`src/rtl/mem_arb_pkg.sv`:
```
// rtl/mem_arb_pkg.sv - shared types and default sizes for the IF/MEM memory port arbiter
//
// Contents:
//   ARB_ADDR_W, ARB_DATA_W, ARB_TIMEOUT  default parameter values for mem_port_arbiter
//   arb_state_e                          arbiter state encoding (IDLE, D_ACC, I_ACC, ERR)
package mem_arb_pkg;

    localparam int unsigned ARB_ADDR_W  = 32;
    localparam int unsigned ARB_DATA_W  = 32;
    localparam int unsigned ARB_TIMEOUT = 16;

    typedef enum logic [1:0] {
        IDLE  = 2'd0,
        D_ACC = 2'd1,
        I_ACC = 2'd2,
        ERR   = 2'd3
    } arb_state_e;

endpackage

```
`src/rtl/arb_timeout_counter.sv`:
```
// rtl/arb_timeout_counter.sv - request-cycle counter that flags an unacknowledged memory access
//
// Ports:
//   clk_i      clock
//   rst_i      asynchronous reset, active-low
//   clear_i    restart the count; with en_i also high, the current cycle is counted as the first
//   en_i       count the current request cycle
//   expired_o  the current cycle is the LIMIT-th request cycle of this access
module arb_timeout_counter #(
    parameter int unsigned LIMIT = 16
) (
    input  logic clk_i,
    input  logic rst_i,
    input  logic clear_i,
    input  logic en_i,
    output logic expired_o
);

    localparam int unsigned CNT_W = $clog2(LIMIT + 1);

    logic [CNT_W-1:0] cnt_q;
    logic [CNT_W-1:0] cnt_d;

    // cnt_q holds how many request cycles of the current access have already elapsed,
    // so the LIMIT-th cycle is the one that sees LIMIT-1.
    assign expired_o = (cnt_q >= CNT_W'(LIMIT - 1));

    always_comb begin
        cnt_d = cnt_q;
        if (clear_i) begin
            cnt_d = en_i ? CNT_W'(1) : '0;
        end else if (en_i && !expired_o) begin
            cnt_d = cnt_q + 1'b1;
        end
    end

    always_ff @(posedge clk_i or negedge rst_i) begin
        if (!rst_i) begin
            cnt_q <= '0;
        end else begin
            cnt_q <= cnt_d;
        end
    end

endmodule

```
`src/rtl/mem_port_arbiter.sv`:
```
// rtl/mem_port_arbiter.sv - shares one single-port memory between instruction fetch and data access
//
// Ports:
//   clk_i, rst_i                       clock, asynchronous active-low reset
//   start_i                            grant enable; low blocks new grants only
//   if_req_i, if_addr_i                fetch request / address
//   if_rdata_o, if_done_o              registered fetch data / fetch complete this pipeline cycle
//   dm_req_i, dm_we_i, dm_addr_i,
//   dm_wdata_i                         data request, store flag, address, store data
//   dm_rdata_o, dm_done_o              registered load data / data access complete
//   mem_req_o, mem_we_o, mem_addr_o,
//   mem_wdata_o                        memory request channel
//   mem_ack_i, mem_rdata_i             memory acknowledge and read data
//   stall_o                            combinational pipeline stall
//   stall_cnt_o                        count of stalled cycles while enabled
//   err_o                              sticky memory timeout
module mem_port_arbiter
    import mem_arb_pkg::*;
#(
    parameter int unsigned ADDR_W  = ARB_ADDR_W,
    parameter int unsigned DATA_W  = ARB_DATA_W,
    parameter int unsigned TIMEOUT = ARB_TIMEOUT
) (
    input  logic              clk_i,
    input  logic              rst_i,
    input  logic              start_i,
    input  logic              if_req_i,
    input  logic [ADDR_W-1:0] if_addr_i,
    output logic [DATA_W-1:0] if_rdata_o,
    output logic              if_done_o,
    input  logic              dm_req_i,
    input  logic              dm_we_i,
    input  logic [ADDR_W-1:0] dm_addr_i,
    input  logic [DATA_W-1:0] dm_wdata_i,
    output logic [DATA_W-1:0] dm_rdata_o,
    output logic              dm_done_o,
    output logic              mem_req_o,
    output logic              mem_we_o,
    output logic [ADDR_W-1:0] mem_addr_o,
    output logic [DATA_W-1:0] mem_wdata_o,
    input  logic              mem_ack_i,
    input  logic [DATA_W-1:0] mem_rdata_i,
    output logic              stall_o,
    output logic [31:0]       stall_cnt_o,
    output logic              err_o
);

    arb_state_e        state_q,     state_d;
    logic [ADDR_W-1:0] addr_q,      addr_d;
    logic              we_q,        we_d;
    logic [DATA_W-1:0] wdata_q,     wdata_d;
    logic [DATA_W-1:0] if_rdata_q,  if_rdata_d;
    logic [DATA_W-1:0] dm_rdata_q,  dm_rdata_d;
    logic              if_done_q,   if_done_d;
    logic              dm_done_q,   dm_done_d;
    logic [31:0]       stall_cnt_q, stall_cnt_d;
    logic              err_q,       err_d;

    logic if_pend;
    logic dm_pend;
    logic in_acc;
    logic stall_w;
    logic issue;
    logic go_dacc;
    logic go_iacc;
    logic timer_clear;
    logic timer_en;
    logic timer_expired;

    assign if_pend = if_req_i & ~if_done_q;
    assign dm_pend = dm_req_i & ~dm_done_q;
    assign in_acc  = (state_q == D_ACC) || (state_q == I_ACC);

    // Outputs are forced low while reset is held, including the combinational ones.
    assign stall_w = rst_i & (if_pend | dm_pend | (state_q == ERR));

    // The first request cycle is issued straight from IDLE using the live request
    // inputs, so a zero-wait memory completes an access in a single stalled cycle.
    // If that cycle is not acknowledged the request is latched and held in D_ACC/I_ACC.
    assign issue = rst_i & start_i & (state_q == IDLE) & (dm_pend | if_pend);

    assign mem_req_o   = issue | in_acc;
    assign mem_we_o    = issue ? (dm_pend & dm_we_i) : ((state_q == D_ACC) & we_q);
    assign mem_addr_o  = issue ? (dm_pend ? dm_addr_i : if_addr_i) : addr_q;
    assign mem_wdata_o = issue ? (dm_pend ? dm_wdata_i : '0) : wdata_q;

    assign stall_o     = stall_w;
    assign if_rdata_o  = if_rdata_q;
    assign dm_rdata_o  = dm_rdata_q;
    assign if_done_o   = if_done_q;
    assign dm_done_o   = dm_done_q;
    assign stall_cnt_o = stall_cnt_q;
    assign err_o       = err_q;

    arb_timeout_counter #(
        .LIMIT (TIMEOUT)
    ) u_timeout (
        .clk_i     (clk_i),
        .rst_i     (rst_i),
        .clear_i   (timer_clear),
        .en_i      (timer_en),
        .expired_o (timer_expired)
    );

    always_comb begin
        state_d     = state_q;
        addr_d      = addr_q;
        we_d        = we_q;
        wdata_d     = wdata_q;
        if_rdata_d  = if_rdata_q;
        dm_rdata_d  = dm_rdata_q;
        if_done_d   = if_done_q;
        dm_done_d   = dm_done_q;
        err_d       = err_q;
        go_dacc     = 1'b0;
        go_iacc     = 1'b0;
        timer_clear = 1'b1;
        timer_en    = 1'b0;
        stall_cnt_d = stall_cnt_q + {{31{1'b0}}, stall_w & start_i};

        // Pipeline advances: forget what was served. Sets below override this.
        if (!stall_w) begin
            if_done_d = 1'b0;
            dm_done_d = 1'b0;
        end

        case (state_q)
            IDLE: begin
                if (issue) begin
                    if (mem_ack_i) begin
                        if (dm_pend) begin
                            dm_done_d = 1'b1;
                            if (!dm_we_i) dm_rdata_d = mem_rdata_i;
                            // issue implies start_i, so the fetch may follow immediately
                            if (if_pend) go_iacc = 1'b1;
                        end else begin
                            if_done_d  = 1'b1;
                            if_rdata_d = mem_rdata_i;
                        end
                    end else begin
                        timer_en = 1'b1;
                        if (dm_pend) go_dacc = 1'b1;
                        else         go_iacc = 1'b1;
                    end
                end
            end
            D_ACC: begin
                if (mem_ack_i) begin
                    dm_done_d = 1'b1;
                    if (!we_q) dm_rdata_d = mem_rdata_i;
                    if (if_pend && start_i) go_iacc = 1'b1;
                    else                    state_d = IDLE;
                end else if (timer_expired) begin
                    state_d = ERR;
                    err_d   = 1'b1;
                end else begin
                    timer_clear = 1'b0;
                    timer_en    = 1'b1;
                end
            end
            I_ACC: begin
                if (mem_ack_i) begin
                    if_done_d  = 1'b1;
                    if_rdata_d = mem_rdata_i;
                    if (dm_pend && start_i) go_dacc = 1'b1;
                    else                    state_d = IDLE;
                end else if (timer_expired) begin
                    state_d = ERR;
                    err_d   = 1'b1;
                end else begin
                    timer_clear = 1'b0;
                    timer_en    = 1'b1;
                end
            end
            ERR: begin
                state_d = ERR;
            end
            default: begin
                state_d = IDLE;
            end
        endcase

        if (go_dacc) begin
            state_d = D_ACC;
            addr_d  = dm_addr_i;
            we_d    = dm_we_i;
            wdata_d = dm_wdata_i;
        end
        if (go_iacc) begin
            state_d = I_ACC;
            addr_d  = if_addr_i;
            we_d    = 1'b0;
            wdata_d = '0;
        end
    end

    always_ff @(posedge clk_i or negedge rst_i) begin
        if (!rst_i) begin
            state_q     <= IDLE;
            addr_q      <= '0;
            we_q        <= 1'b0;
            wdata_q     <= '0;
            if_rdata_q  <= '0;
            dm_rdata_q  <= '0;
            if_done_q   <= 1'b0;
            dm_done_q   <= 1'b0;
            stall_cnt_q <= '0;
            err_q       <= 1'b0;
        end else begin
            state_q     <= state_d;
            addr_q      <= addr_d;
            we_q        <= we_d;
            wdata_q     <= wdata_d;
            if_rdata_q  <= if_rdata_d;
            dm_rdata_q  <= dm_rdata_d;
            if_done_q   <= if_done_d;
            dm_done_q   <= dm_done_d;
            stall_cnt_q <= stall_cnt_d;
            err_q       <= err_d;
        end
    end

endmodule
```
`config.mk`:
```
export PLATFORM = sky130hd
export DESIGN_NAME = mem_port_arbiter
export DESIGN_NICKNAME = d
export VERILOG_FILES = /design/src/rtl/mem_arb_pkg.sv /design/src/rtl/arb_timeout_counter.sv /design/src/rtl/mem_port_arbiter.sv
export SDC_FILE = /design/constraint.sdc
export NUM_CORES = 1
export LEC_CHECK = 0
export CAP_MARGIN = 20
export CORE_ASPECT_RATIO = 2
export CORE_MARGIN = 2
export CORE_UTILIZATION = 25
export DETAILED_ROUTE_END_ITERATION = 8
export GPL_TIMING_DRIVEN = 0
export HOLD_SLACK_MARGIN = 0.03
export MAX_ROUTING_LAYER = met4
export PLACE_DENSITY = 0.61
export SLEW_MARGIN = 25
export SYNTH_ARGS = -nofsm -noshare
export SYNTH_HDL_FRONTEND = slang
export SYNTH_HIERARCHICAL = 1
export SYNTH_SLANG_ARGS = --single-unit
```
`constraint.sdc`:
```
create_clock -name clk_i -period 2.2 [get_ports clk_i]
set_input_delay 0.44 -clock clk_i [delete_from_list [all_inputs] [get_ports clk_i]]
set_output_delay 0.44 -clock clk_i [all_outputs]
set_load 0.01 [all_outputs]
```
==> Yosys cells after proc, flatten, opt, wreduce, memory -nomap -nowiden <==
Index checks and enable logic that the tools add are counted.
{ "op_classes": {"magnitude_cmp": 1, "eq_ne": 13, "n_mux": 68, "reduce_logical": 16, "addsub": 2, "bitwise_logic": 15} }
{ "op_table": {"columns": ["operator", "count"], "rows": [
  ["$mux W32", 18],
  ["$pmux W32 S2", 2],
  ["$mux W1", 33],
  ["$add A32 B1 Y32", 1],
  ["$ne A2 B2 Y1 const B", 8],
  ["$mux W2", 7],
  ["$mux W5", 2],
  ["$ne A5 B5 Y1 const B", 2],
  ["$pmux W1 S2", 5],
  ["$and A1 B1 Y1", 9],
  ["$reduce_bool A2 Y1", 4],
  ["$reduce_and A7 Y1", 1],
  ["$pmux W2 S3", 1],
  ["$reduce_and A3 Y1", 2],
  ["$add A5 B1 Y5 const B", 1],
  ["$ge A5 B4 Y1 const B", 1],
  ["$reduce_and A5 Y1", 1],
  ["$reduce_bool A5 Y1", 1],
  ["$eq A2 B2 Y1 const B", 2],
  ["$logic_and A1 B1 Y1", 3],
  ["$not A1 Y1", 3],
  ["$or A1 B1 Y1", 3],
  ["$eq A2 B1 Y1 const B", 1],
  ["$logic_not A2 Y1", 1],
  ["other kinds (3)", 3]
]} }
{ "totals": {"elab_cells": 126, "input_bits": 135, "regBits": 171, "out_inout_bits": 166} }

==> Logic depth before layout (Yosys ltp) <==
Gate-level depths: netlist (run 1).
{ "depth": {"depth_word": 10, "mapped_depth": 11} }

==> Modules after synthesis <==
The synthesis (run 1) kept the hierarchy.
{ "by_module_without_submodules": {"columns": ["module", "instances", "cells_each", "area_each_um2", "seq_area_each_um2"], "rows": [
  ["mem_port_arbiter", 1, 664, 8318.0, 4154.0],
  ["arb_timeout_counter", 1, 30, 297.8, 125.1]
]} }

==> Least setup slack after synthesis (run 1) <==
Ideal clock, no wire load.
{ "synth_path": {"path_type": "reg2reg", "startpoint": "register dm_done_q, in the netlist dm_done_o", "endpoint": "register stall_cnt_q[30], in the netlist stall_cnt_o[30]", "synth_period_minus_slack_ps": 2359, "stages_incl_launch_ff": 12, "setup_ps": 125, "n_path_buf": 1, "path_slack_ps": -159, "arrival_ps": 2234, "cell_sequence": "dfrtp_1 nand2b_1 buf_4 nand2_1 o21ai_0 nor2_1 ha_1 ha_1 and4_1 nor4b_4 nand4_1 xnor2_1"} }
{ "synth_between": {"elab_chain_len": 7} }
{ "synth_rtl": {"columns": ["item", "line_no", "text"], "rows": [
  ["start, declared", "mem_port_arbiter.sv:55", "logic dm_done_q, dm_done_d;"],
  ["start signal, assigned", "mem_port_arbiter.sv:217", "dm_done_q <= dm_done_d;"],
  ["$not A1 Y1", "mem_port_arbiter.sv:71", "assign dm_pend = dm_req_i & ~dm_done_q;"],
  ["$and A1 B1 Y1", "mem_port_arbiter.sv:71", null],
  ["$or A1 B1 Y1 (2 in a row)", "mem_port_arbiter.sv:75", "assign stall_w = rst_i & (if_pend | dm_pend | (state_q == ERR));"],
  ["$and A1 B1 Y1", "mem_port_arbiter.sv:75", null],
  ["$and A1 B1 Y1", "mem_port_arbiter.sv:119", "stall_cnt_d = stall_cnt_q + {{31{1'b0}}, stall_w & start_i};"],
  ["$add A32 B1 Y32", "mem_port_arbiter.sv:119", null],
  ["via stall_cnt_d[30]", "mem_port_arbiter.sv:56", "logic [31:0] stall_cnt_q, stall_cnt_d;"],
  ["end signal, assigned", "mem_port_arbiter.sv:218", "stall_cnt_q <= stall_cnt_d;"],
  ["end, declared", "mem_port_arbiter.sv:56", null]
]} }
The timed path passes the listed nets, and every way through them passes these cells.
A chain may end at the register's enable or synchronous reset.

==> Final worst setup path (run 1) <==
{ "layout_path": {"startpoint": "register state_q[1]", "endpoint": "output mem_wdata_o[24]"} }
{ "layout_between": {"elab_chain_len": 4} }
{ "layout_rtl": {"columns": ["item", "line_no", "text"], "rows": [
  ["start, declared", "mem_port_arbiter.sv:48", "arb_state_e state_q, state_d;"],
  ["start signal, assigned", "mem_port_arbiter.sv:210", "state_q <= state_d;"],
  ["$logic_not A2 Y1", "mem_port_arbiter.sv:80", "assign issue = rst_i & start_i & (state_q == IDLE) & (dm_pend | if_pend);"],
  ["$and A1 B1 Y1 (2 in a row)", "mem_port_arbiter.sv:80", null],
  ["$mux W32", "mem_port_arbiter.sv:85", "assign mem_wdata_o = issue ? (dm_pend ? dm_wdata_i : '0) : wdata_q;"],
  ["end, declared", "mem_port_arbiter.sv:40", "output logic [DATA_W-1:0] mem_wdata_o,"]
]} }
No other way between the ends.

==> results of run 1 <==
==> worst max-delay path by stage <==
stage / from / endpoint / depth (start not counted)
2_1_floorplan: dm_done_o / stall_cnt_o[28] / 11
3_3_place_gp: rst_i / mem_addr_o[23] / 7
3_5_place_dp: rst_i / mem_addr_o[24] / 8
4_1_cts: state_q[1] / mem_addr_o[24] / 9
5_1_grt: state_q[1] / mem_addr_o[18] / 9
6_report: state_q[1] / mem_wdata_o[24] / 8
==> synthesized netlist by cell type (13+ instances only) <==
library cell	instances	area [um^2]
dfrtp_1	171	4280
nor2_1	78	293
nand3_1	14	70.1
nand2_1	16	60.1
a22o_1	32	280
mux2_4	29	435
nand4_1	13	81.3
mux2_2	96	1080
mux2i_1	66	661
a21oi_1	35	175
xnor2_1	23	201
==> layer usage <==
metal | vias up | track usage | share of wire
met3 | 35 | 0.0296 | 0.037
met2 | 200 | 0.311 | 0.58
met4 | 0 | 0.0597 | 0.023
met5 | - | - | 0
met1 | 3525 | 0.170 | 0.36
li1 | 3263 | - | -
==> state kept, by name, summed over array words and instances (netlist names), 2 cells and up <==
name / count
dm_rdata_o: 32
addr_q: 32
u_timeout/cnt_q: 5
if_rdata_o: 32
wdata_q: 32
state_q: 2
stall_cnt_o: 32
==> cells by family after synthesis <==
| family | Yosys count | share of synthesized area |
|---|---|---|
| flops | 171 | 0.497 |
| simple gates | 154 | 0.0941 |
| xor+xnor | 30 | 0.0305 |
| fa+ha+maj | 8 | 0.0116 |
| compound gates | 86 | 0.0739 |
| mux | 195 | 0.258 |
| buf+inv | 50 | 0.0353 |
==> metrics by stage <==
step                 util  power, mW  cells  area [um^2]  hold slack (ns)
detailed placement  0.359       10.6   1436        12300            0.330
global placement    0.358       10.5   1434        12200            0.471
finish              0.418       14.3   1535        14300           0.0173
floorplan               -       7.53    694         8660            0.144
CTS                 0.395       13.9   1505        13500           -0.162
global route        0.418       15.1   1535        14300           0.0365
==> what timing repair did <==
item / 4_1_cts / 5_1_grt
hold endpoints to repair: 26 / 26
resized for setup: 395 / 113
setup buffers: 31 / 22
cloned: 7 / 9
pin swaps: 21 / 27
endpoints found under the setup margin: 193 / 151
==> where the power goes <==
part           total (mW)  switching (mW)  internal [mW]
Combinational        6.43            2.62           3.81
Sequential           4.70           0.591           4.11
Clock                3.13            1.55           1.57
==> area by class of cell <==
cell class	instances	area share
buffer	38	0.0384
clock buffer	18	0.0308
clock inverter	14	0.0119
inverter	10	0.00263
multi-input combinational	473	0.320
sequential	171	0.300
tap	441	0.0387
timing repair buffer	370	0.258
==> flow_summary_export.csv, run 1 <==
group,metric,value,unit
status,status,"finished with violations",
status,violations,"negative setup slack",
final_layout,n_antenna_cell,0,
synth,ys.flop_type,"dfrtp_1",
floorplan,die_w,135,um
final_layout,final_nets,1224,
pwr,power_leakage,6.28,nW
synth,synth_nets,837,
worst_setup_path,r2r_cells,13,
routing,wirelength,30500,um
worst_setup_path,cpLargestDelayFamily,"buffers and inverters",
synth,synth-warning-count,6,
global_routing,grt_usage,0.166,
worst_setup_path,r2r-start,"dm_done_o",
global_routing,grt_pass1_wl,44200,um
pwr,vdd_drop_max,0.000545,V
worst_setup_path,crit_slowest_cell,"dfrtp_1",
floorplan,num_rows,96,
final_layout,multi_input_area,0.00456,mm^2
worst_setup_path,cp_max_fo,5,
floorplan,core-area,0.0341,mm^2
pwr,power-per-cell-area,1000,mW/mm^2
sta,finalSetupViolations,80,
worst_setup_path,slowest_delay,0.40,ns
sta,rsz0062_at_grt,"yes",
synth,synth_seq_area_share,0.497,
sta,finalHoldViolations,0,
final_layout,final_layout_size_suffix_gt1_frac,0.385,
routing,firstDrtPassIters,4,
global_routing,grt_pass1_vias,7528,
flow_run,max_cap_viol_count,0,
global_routing,overflow,0,
place,place_hpwl,20700,um
worst_setup_path,critPathLaunchType,"flop",
clock_network,path_clk_slew,0.08,ns
sta,fin_crit_sh,1.16,
worst_setup_path,crit_type,"flop to output port",
sta,relSlewSlack,0.363,
hold_path,min_path_type,"input port to async pin",
place,port_buffers,299,
synth,yosysUniqueCellTypes,54,
routing,ant_nets,0,
synth,synth_edf_count,0,
routing,wl_per_cell,19.9,um
final_layout,n_fill_cell,3292,
floorplan,die-area,0.0361,mm^2
global_routing,grt_max_degree,61,
floorplan,initial_utilization,0.253,
worst_setup_path,path_cells,"inv_2, ha_4, nand3_4, nand2b_4, buf_6, clkbuf_16, a22o_1, buf_2",
sta,setup_ws,-0.343,ns
sta,worstMarginPinSlew,0.952,ns
clock_network,clockRootBuffer,"clkbuf_16",
floorplan,die_h,267,um
clock_network,cts_tree,"yes",
floorplan,ios,301,
final_layout,final_cell_mix,"clkdlybuf4s50_1 (230), dfrtp_1 (171), mux2i_1 (66), mux2_4 (63)",
final_layout,area_growth,65.5,%
synth,async_flop_share,1.00,
clock_network,clock_sinks,171,
place,dpl_worst_slack,-1.73,ns
synth,synth_seq_cells,171,
clock_network,clockBufferDepth,2,
routing,drt_iter0_markers,162,
worst_setup_path,r2r_end,"stall_cnt_o[20]",
worst_setup_path,critPathCaptureType,"output port",
sta,finalMaxSlewViolations,0,
final_layout,mostFrequentLayoutCell,"clkdlybuf4s50_1",
worst_setup_path,required,1.76,ns
sta,setup_tns,-18.63,ns
clock_network,cts-buffers-inserted,17,
synth,synth_area,0.00862,mm^2
worst_setup_path,ff2ff_setup_slack,-0.09,ns
routing,drc,0,
global_routing,antenna_found_initial,0,
sta,fin_skew,0.0185,ns
worst_setup_path,path_buf_inv,4,
clock_network,insertion_delay,0.46,ns
clock_network,htree_num_levels,4,
synth,syn_inst,694,
worst_setup_path,crit_arrival,2.10,ns
final_layout,regArea,0.00428,mm^2
sta,clock.fmax,393,MHz
place,gp_congestion,0.795,
routing,viasPerCell,4.58,
routing,vias,7023,
sta,period_minus_slack,2.54,ns
synth,syn_avg_cell_area,12.4,um^2
(Power assumes the default switching activity.)
==> run 2, diff against run 1 <==
--- a/config.mk
+++ b/config.mk
@@ -6,14 +6,14 @@
 export NUM_CORES = 1
 export LEC_CHECK = 0
 export CAP_MARGIN = 20
-export CORE_ASPECT_RATIO = 2
 export CORE_MARGIN = 2
 export CORE_UTILIZATION = 25
 export DETAILED_ROUTE_END_ITERATION = 8
 export GPL_TIMING_DRIVEN = 0
 export HOLD_SLACK_MARGIN = 0.03
 export MAX_ROUTING_LAYER = met4
-export PLACE_DENSITY = 0.61
+export PLACE_DENSITY_LB_ADDON = 0.1
+export SETUP_SLACK_MARGIN = 0.3
 export SLEW_MARGIN = 25
 export SYNTH_ARGS = -nofsm -noshare
 export SYNTH_HDL_FRONTEND = slang
==> run 2 against run 1 <==
  * The run still ends with negative setup slack left
  * Worst hold slack better by 0.014 ns
  * Combinational power is 8.2% higher
  * Final cell count is 4.0% higher
  * Sequential power hardly changed
  * Sequential cell count stayed put
  * Routed wire length is 4.1% lower
  * Die area is 0.25% lower
  * Count of clock-buffer cells in the layout stayed put
  * Clock power hardly changed
  * Via count is 0.71% higher
==> flow_summary_export.csv, run 2 (synthesized netlist as in run 1, its figures left out) <==
group,metric,value,unit
worst_setup_path,r2r-start,"if_done_o",
status,violations,"negative setup slack",
place,dp_cells,1443,
clock_network,cts-buffers-inserted,17,
worst_setup_path,crit_type,"flop to output port",
global_routing,grt_usage,0.166,
worst_setup_path,required,1.76,ns
worst_setup_path,ff2ff_setup_slack,-0.14,ns
worst_setup_path,crit_slowest_cell,"dfrtp_1",
hold_path,min_path_type,"input port to async pin",
sta,hold_ws,0.0311,ns
sta,worstMarginPinSlew,0.702,ns
final_layout,area_growth,76.3,%
place,gp_congestion,0.757,
final_layout,final_cell_mix,"clkdlybuf4s50_1 (210), dfrtp_1 (154), mux2_4 (95), nor2_1 (65), mux2i_1 (64)",
worst_setup_path,worstSetupPathDepth,10,
worst_setup_path,crit_arrival,2.11,ns
sta,fin_skew,0.00934,ns
routing,viasPerCell,4.43,
place,dpl_cell_area,0.0124,mm^2
sta,clock.fmax,392,MHz
final_layout,fin_cells,1597,
worst_setup_path,r2r_end,"stall_cnt_o[30]",
clock_network,clock_sinks,171,
clock_network,path_clk_slew,0.07,ns
flow_run,max_cap_viol_count,0,
routing,ant_nets,0,
clock_network,clockBufferDepth,2,
routing,wl_per_cell,18.3,um
sta,rsz0062_at_grt,"yes",
routing,drt_iter0_markers,220,
pwr,power_leakage,7.12,nW
sta,finalSetupViolations,101,
clock_network,cts_tree,"yes",
final_layout,final_layout_size_suffix_gt1_frac,0.433,
routing,firstDrtPassIters,6,
worst_setup_path,critPathLaunchType,"flop",
worst_setup_path,path_buf_inv,5,
worst_setup_path,cp_max_fo,6,
worst_setup_path,r2r_cells,11,
floorplan,ios,301,
final_layout,mostFrequentLayoutCell,"clkdlybuf4s50_1",
final_layout,final_nets,1278,
floorplan,die_h,190,um
sta,setup_ws,-0.352,ns
global_routing,antenna_found_initial,1,
final_layout,fin_area,0.0152,mm^2
routing,vias,7073,
global_routing,grt_pass1_vias,7415,
sta,finalHoldViolations,0,
pwr,vdd_drop_max,0.000536,V
sta,setup_tns,-18.59,ns
sta,fin_crit_sh,1.16,
routing,wirelength,29300,um
clock_network,clockRootBuffer,"clkbuf_16",
sta,relSlewSlack,0.530,
worst_setup_path,path_cells,"inv_2, ha_4, nand3_4, a21oi_4, buf_6, clkbuf_8, buf_4, nor2_1, a21oi_1, buf_2",
place,dpl_worst_slack,-1.10,ns
global_routing,grt_max_degree,80,
floorplan,die-area,0.0360,mm^2
clock_network,htree_num_levels,4,
routing,drc,0,
worst_setup_path,cpLargestDelayFamily,"buffers and inverters",
floorplan,num_rows,67,
clock_network,insertion_delay,0.45,ns
status,status,"finished with violations",
sta,period_minus_slack,2.55,ns
global_routing,overflow,0,
floorplan,core-area,0.0337,mm^2
global_routing,grt_pass1_wl,44300,um
place,port_buffers,299,
pwr,power-per-cell-area,975,mW/mm^2
worst_setup_path,critPathCaptureType,"output port",
sta,finalMaxSlewViolations,0,
worst_setup_path,slowest_delay,0.40,ns
place,place_hpwl,19000,um
floorplan,initial_utilization,0.256,
floorplan,die_w,190,um
==> run 2: where the power goes <==
| group | switching (mW) | leakage [nW] | total [mW] | internal (mW) |
|---|---|---|---|---|
| Clock | 1.43 | 0.287 | 3.15 | 1.73 |
| Combinational | 2.68 | 4.70 | 6.96 | 4.28 |
| Sequential | 0.567 | 2.13 | 4.69 | 4.12 |
| Total | 4.67 | 7.12 | 14.8 | 10.1 |
==> run 2: final cells by class <==
| type | count | area, um^2 |
|---|---|---|
| repair buffers | 422 | 4340 |
| well taps | 448 | 561 |
| multi-input cells | 473 | 4710 |
| diodes | 1 | 2.50 |
| inverters | 10 | 37.5 |
| plain buffers | 40 | 636 |
| flip-flops and latches | 171 | 4300 |
| clock inverters | 14 | 159 |
| fillers | 3220 | 18500 |
| clock buffers | 18 | 439 |
==> run 2: worst max-delay path by stage <==
stage | from | end
3_3_place_gp | rst_i | mem_wdata_o[3]
2_1_floorplan | dm_done_o | stall_cnt_o[28]
4_1_cts | state_q[1] | mem_addr_o[19]
6_report | state_q[0] | mem_addr_o[20]
3_5_place_dp | dm_req_i | stall_cnt_o[30]
5_1_grt | state_q[1] | mem_addr_o[27]
==> run 2: per-stage QoR <==
| stage | total power [mW] | util |
|---|---|---|
| detailed placement | 10.6 | 0.367 |
| CTS | 14.8 | 0.432 |
| floorplan | 7.59 | - |
| finish | 14.8 | 0.451 |
| global route | 15.6 | 0.451 |
| global placement | 10.6 | 0.365 |
==> run 2: repair_timing <==
action / CTS / global route
gates resized for setup: 502 / 104
pin swaps: 31 / 41
endpoints found under the setup margin: 247 / 257
hold buffers: 3 / 0
endpoints found under the hold margin: 34 / 0
gates cloned: 17 / 1
buffers inserted: 67 / 33
==> run 2: layer usage <==
metal | vias to the layer above | share of wire | GRT usage
met3 | 16 | 0.036 | 0.0336
met1 | 3515 | 0.45 | 0.209
met2 | 164 | 0.51 | 0.275
met5 | - | 0 | -
li1 | 3378 | - | -
met4 | 0 | 0.011 | 0.0417
==> variant 1, RTL diff (flow settings as in run 1) <==
Change the package constant `ARB_DATA_W` from 32 to 16.
--- a/src/rtl/mem_arb_pkg.sv
+++ b/src/rtl/mem_arb_pkg.sv
@@ -7,5 +7,5 @@
 
     localparam int unsigned ARB_ADDR_W  = 32;
-    localparam int unsigned ARB_DATA_W  = 32;
+    localparam int unsigned ARB_DATA_W  = 16;
     localparam int unsigned ARB_TIMEOUT = 16;
 
Interface: changed (5 resized); port bits go from 301 to 221. No check against the original RTL was run, so the function may have changed too.
==> variant 1 against run 1 <==
The flow still finishes with violations (setup timing). Largest power group unchanged. Synthesized cell count decreased by 15%. Sequential share of layout area down 1.9 points. Synthesized area fell by 24%. Total power fell by 15%. Worst setup slack gained 0.035 ns. Sequential cell count fell by 48. Register-to-register slack got worse by 0.18 ns. Routed wire length decreased by 24%. Critical endpoint is now mem_addr_o[16]. Clock power decreased by 11%. Count of clock-buffer cells in the layout increased by 4. Design area is 23% lower.
==> variant 1: results (changes against run 1) <==
[yosys]
synth_cells = 590  ; was 694
synthTopCellsByArea = dfrtp_1 (47%), mux2_1 (7.9%), mux2_4 (6.4%), nand2_1 (4.8%), mux2_2 (4.1%)  ; was dfrtp_1 (50%), mux2_2 (13%), mux2i_1 (7.7%), mux2_4 (5.1%), nor2_1 (3.4%)
synth_cell_types = 51  ; was 54
synth-compound-area-share_pct = 8.003  ; was 7.392%
yosys.area_share.adder_pct = 1.532  ; was 1.162%

[critical_path]
critical_path_arrival_ns = 2.07  ; was 2.10 ns
rr_endpoint = addr_q[24]  ; was stall_cnt_o[20]
rrSetupSlack_ns = -0.27  ; was -0.09 ns
reg2reg_depth = 12  ; was 13
crit_path_start = state_q[0]  ; was state_q[1]

[sta]
relSlewSlack_pct = 53.22  ; was 36.31%
setup_viol = 99  ; was 80
final.setup.worst_slack_ns = -0.3083  ; was -0.3428 ns

[grt]
grt_use_total_pct = 17.49  ; was 16.59%
grt_pass1_vias = 5985  ; was 7528

[run_status]
violations = setup timing  ; unchanged
status = finished with violations  ; unchanged

[cells_and_area]
seq_cell_count = 123  ; was 171
layout.nets = 1001  ; was 1224
multi_input_area_sq_um = 3613  ; was 4557 sq um
inverters = 9  ; was 10
seq-cell-share_pct = 28.15  ; was 30.02%
nClkBuffers = 22  ; was 18

[power]
vdd_drop_max_v = 0.0004336  ; was 0.0005450 V
pwr-share-clk_pct = 23.2  ; was 21.9%

[place]
finalWeightedCongestion = 0.7799  ; was 0.7952
dp_hpwl_microns = 16110  ; was 20690 microns

[clock_tree]
clk_latency_ns = 0.44  ; was 0.46 ns
cts_setup_buffers = 40  ; was 31

-- variant 1: cell count changes in the layout (fill, tap and decap cells not counted), sizes merged, moves of 15 or more --
cell                  run 1  this run
nand2                    16        85
clkdlybuf4s50           230       166
dfrtp                   171       123
mux2i                    66        19
a21oi                    35         3
a31oi                     1        33
mux2                    129        98
buf                     158       131
nor2                     80        60
a22o                     32        17
-- variant 1: per-stage QoR --
step | util (%) | hold slack [ns] | instance area [sq um]
2_1_floorplan | - | 0.1444 | 6596
3_3_place_gp | 35.96 | 0.4638 | 9224
3_5_place_dp | 36.09 | 0.3891 | 9256
4_1_cts | 41.52 | 0.07199 | 10650
5_1_grt | 42.63 | 0.09826 | 10930
6_report | 42.63 | 0.09347 | 10930
-- variant 1: worst max path at each step --
stage                      end  cells after the start
2_1_floorplan  stall_cnt_o[22]                     11
3_3_place_gp    mem_addr_o[22]                      7
3_5_place_dp    mem_addr_o[22]                      8
4_1_cts         mem_addr_o[16]                     10
5_1_grt         mem_addr_o[16]                     10
6_report        mem_addr_o[16]                     10
-- variant 1: metal layers --
| layer | up-vias | track usage [%] | wire length [microns] | share of wire (%) |
|---|---|---|---|---|
| met5 | - | - | 0 | 0 |
| met4 | 0 | 9.300 | 822 | 3.5 |
| met3 | 35 | 3.284 | 792 | 3.4 |
| met2 | 131 | 32.91 | 13570 | 58 |
| met1 | 2820 | 16.62 | 8116 | 35 |
| li1 | 2696 | - | - | - |
-- variant 1: worst max-delay path, delay by kind of cell (launching register included) --
family	cells	cell delay (ns)
AO/OA/AOI/OAI	2	0.34
buffers and inverters	5	0.63
flip-flops	1	0.39
AND/OR/NAND/NOR	2	0.11
adder cells (fa/ha/maj)	1	0.16
==> variant 2, RTL diff (config.mk and constraints of run 1) <==
Without the edit above. Re-encode `arb_state_e` (4 states) as one-hot, 4 bits wide.
--- a/src/rtl/mem_arb_pkg.sv
+++ b/src/rtl/mem_arb_pkg.sv
@@ -10,9 +10,9 @@
     localparam int unsigned ARB_TIMEOUT = 16;
 
-    typedef enum logic [1:0] {
-        IDLE  = 2'd0,
-        D_ACC = 2'd1,
-        I_ACC = 2'd2,
-        ERR   = 2'd3
+    typedef enum logic [3:0] {
+        IDLE  = 4'b0001,
+        D_ACC = 4'b0010,
+        I_ACC = 4'b0100,
+        ERR   = 4'b1000
     } arb_state_e;
 
Behaviour: same outputs for any inputs over 4 cycles, from zero or initial values and one cycle with rst_i low; so few cycles prove little.
==> variant 2 against run 1 <==
Synthesized area decreased by 3.0%. Sequential cell count is 2 higher. Maximum frequency is 19% lower. Combinational power rose by 14%. Highest routed layer unchanged. Register-to-register slack worse by 0.59 ns. Routed wire length grew 1.1%. Sequential power grew 7.7%. Design area grew 2.3%. Die area down 2.9%. Clock power down 5%. Via count rose by 11%. Total power up 8.0%. Worst setup slack got worse by 0.58 ns. The flow still finishes with violations (setup timing).
==> variant 2: results (changes against run 1) <==
[critical_path]
rr_endpoint = dm_rdata_o[18]  ; was stall_cnt_o[20]
crit_path_start = state_q[2]  ; was state_q[1]
crit_end = mem_addr_o[1]  ; was mem_wdata_o[24]
critical_path_arrival_ns = 2.68  ; was 2.10 ns
cp_slowest_cell = or4b_4  ; was dfrtp_1
cpPeakStageDelay_ns = 0.57  ; was 0.40 ns
rrSetupSlack_ns = -0.68  ; was -0.09 ns
reg2reg_depth = 12  ; was 13
timing.rr.start = state_q[2]  ; was dm_done_o

[place]
dp.cells = 1516  ; was 1436
dp_hpwl_microns = 21840  ; was 20690 microns
finalWeightedCongestion = 0.8115  ; was 0.7952
postPlaceCellArea_sq_um = 12380  ; was 12260 sq um

[grt]
grt_pass1_vias = 8170  ; was 7528
grt_pass1_wl_microns = 46110  ; was 44150 microns
antenna_found_initial = 3  ; was 0
grt_max_degree = 89  ; was 61

[power]
p_leak_nw = 6.631  ; was 6.284 nW
vdd_drop_max_v = 0.0005780  ; was 0.0005450 V

[run_status]
status = finished with violations  ; unchanged
violations = setup timing  ; unchanged

[clock_tree]
clk_latency_ns = 0.44  ; was 0.46 ns

[yosys]
yosys.area_share.adder_pct = 0.5989  ; was 1.162%
synth-compound-area-share_pct = 16.13  ; was 7.392%
synthMuxAreaShare_pct = 10.35  ; was 25.79%
yosysSeqAreaShare_pct = 51.82  ; was 49.67%
synth_cells = 783  ; was 694
synth_cell_types = 57  ; was 54
syn_nets = 922  ; was 837

[sta]
finClkSkew_ns = 0.007030  ; was 0.01853 ns
setup_tns_ns = -115.78  ; was -18.63 ns
tightestPinTransition_ns = 0.7270  ; was 0.9522 ns
setup_viol = 227  ; was 80
final.setup.worst_slack_ns = -0.9213  ; was -0.3428 ns

[route]
vias = 7808  ; was 7023
dr.first_iter.drc_count = 234  ; was 162
wl_met1_microns = 10610  ; was 10920 microns
dr.pass1.iters = 6  ; was 4
wl_met3_microns = 1306  ; was 1115 microns

[cells_and_area]
drive_gt1_share_pct = 34.55  ; was 38.48%

-- variant 2: changes by cell type after synthesis, moves of 7 or more --
cell             run 1  this run
a31oi_1              1        33
nand2_1             16       158
clkbuf_1             9        28
nor2_1              78        46
a21o_1               0        33
mux2_2              96        34
nand4_1             13         6
a22o_1              32        65
a21oi_1             35         1
mux2i_1             66         2
o21ai_0              3        36
-- variant 2: critical path: cells and delay by family, from the launching register on --
family / cells / cell delay (ns)
buffers and inverters: 5 / 0.66
AOI/OAI and AO/OA: 2 / 0.33
and+or+nand+nor: 3 / 0.88
DFF: 1 / 0.37
-- variant 2: cells by family after synthesis --
logic type,Yosys count
simple gates,266
buf+inv,58
fa+ha+maj,4
flops,173
xor+xnor,32
compound gates,183
mux,67
-- variant 2: worst min path at each step --
stage	endpoint	from	depth (start not counted)
finish	dm_rdata_o[1]	rst_i	2
global route	dm_rdata_o[1]	rst_i	2
CTS	dm_rdata_o[1]	rst_i	2
detailed placement	stall_cnt_o[6]	rst_i	1
global placement	addr_q[20]	addr_q[20]	1
floorplan	addr_q[0]	rst_i	0
-- variant 2: area by class of cell --
| cell class | count | area [sq um] |
|---|---|---|
| Inverter | 4 | 15.01 |
| Tap cell | 432 | 540.5 |
| Timing Repair Buffer | 400 | 4044 |
| Clock inverter | 8 | 82.58 |
| Clock buffer | 23 | 488.0 |
| Multi-Input combinational cell | 552 | 4432 |
| Fill cell | 3115 | 18350 |
| Antenna cell | 4 | 10.01 |
| Sequential cell | 173 | 4332 |
| Buffer | 47 | 634.4 |
-- variant 2: repair_timing --
action,in CTS,in global routing
pin swaps,17,38
setup endpoints to repair,230,231
hold buffers,3,0
endpoints found under the hold margin,21,0
cloned,13,6
gates resized for setup,390,173
setup buffers,33,46
-- variant 2: routing by layer --
metal	GRT usage (%)	vias up
met1	16.43	3881
li1	-	3612
met5	-	-
met2	33.85	257
met4	8.511	0
met3	3.221	58
-- variant 2: power groups by stage --
stage / Combinational (W) / Sequential, W / Clock [W]
after global routing: 0.00785 / 0.00520 / 0.00324
after detailed placement: 0.00674 / 0.00504 / 0
final: 0.00736 / 0.00506 / 0.00298
after floorplan: 0.00299 / 0.00523 / 0
after CTS: 0.00688 / 0.00499 / 0.00310
after global placement: 0.00667 / 0.00500 / 0
-- variant 2: through the flow --
stage,hold WS [ns],setup WS (ns)
floorplan,0.1444,-0.3360
global placement,0.4590,-8.489
detailed placement,0.3108,-1.633
CTS,0.04449,-1.044
global route,0.05836,-1.014
finish,0.02868,-0.9213
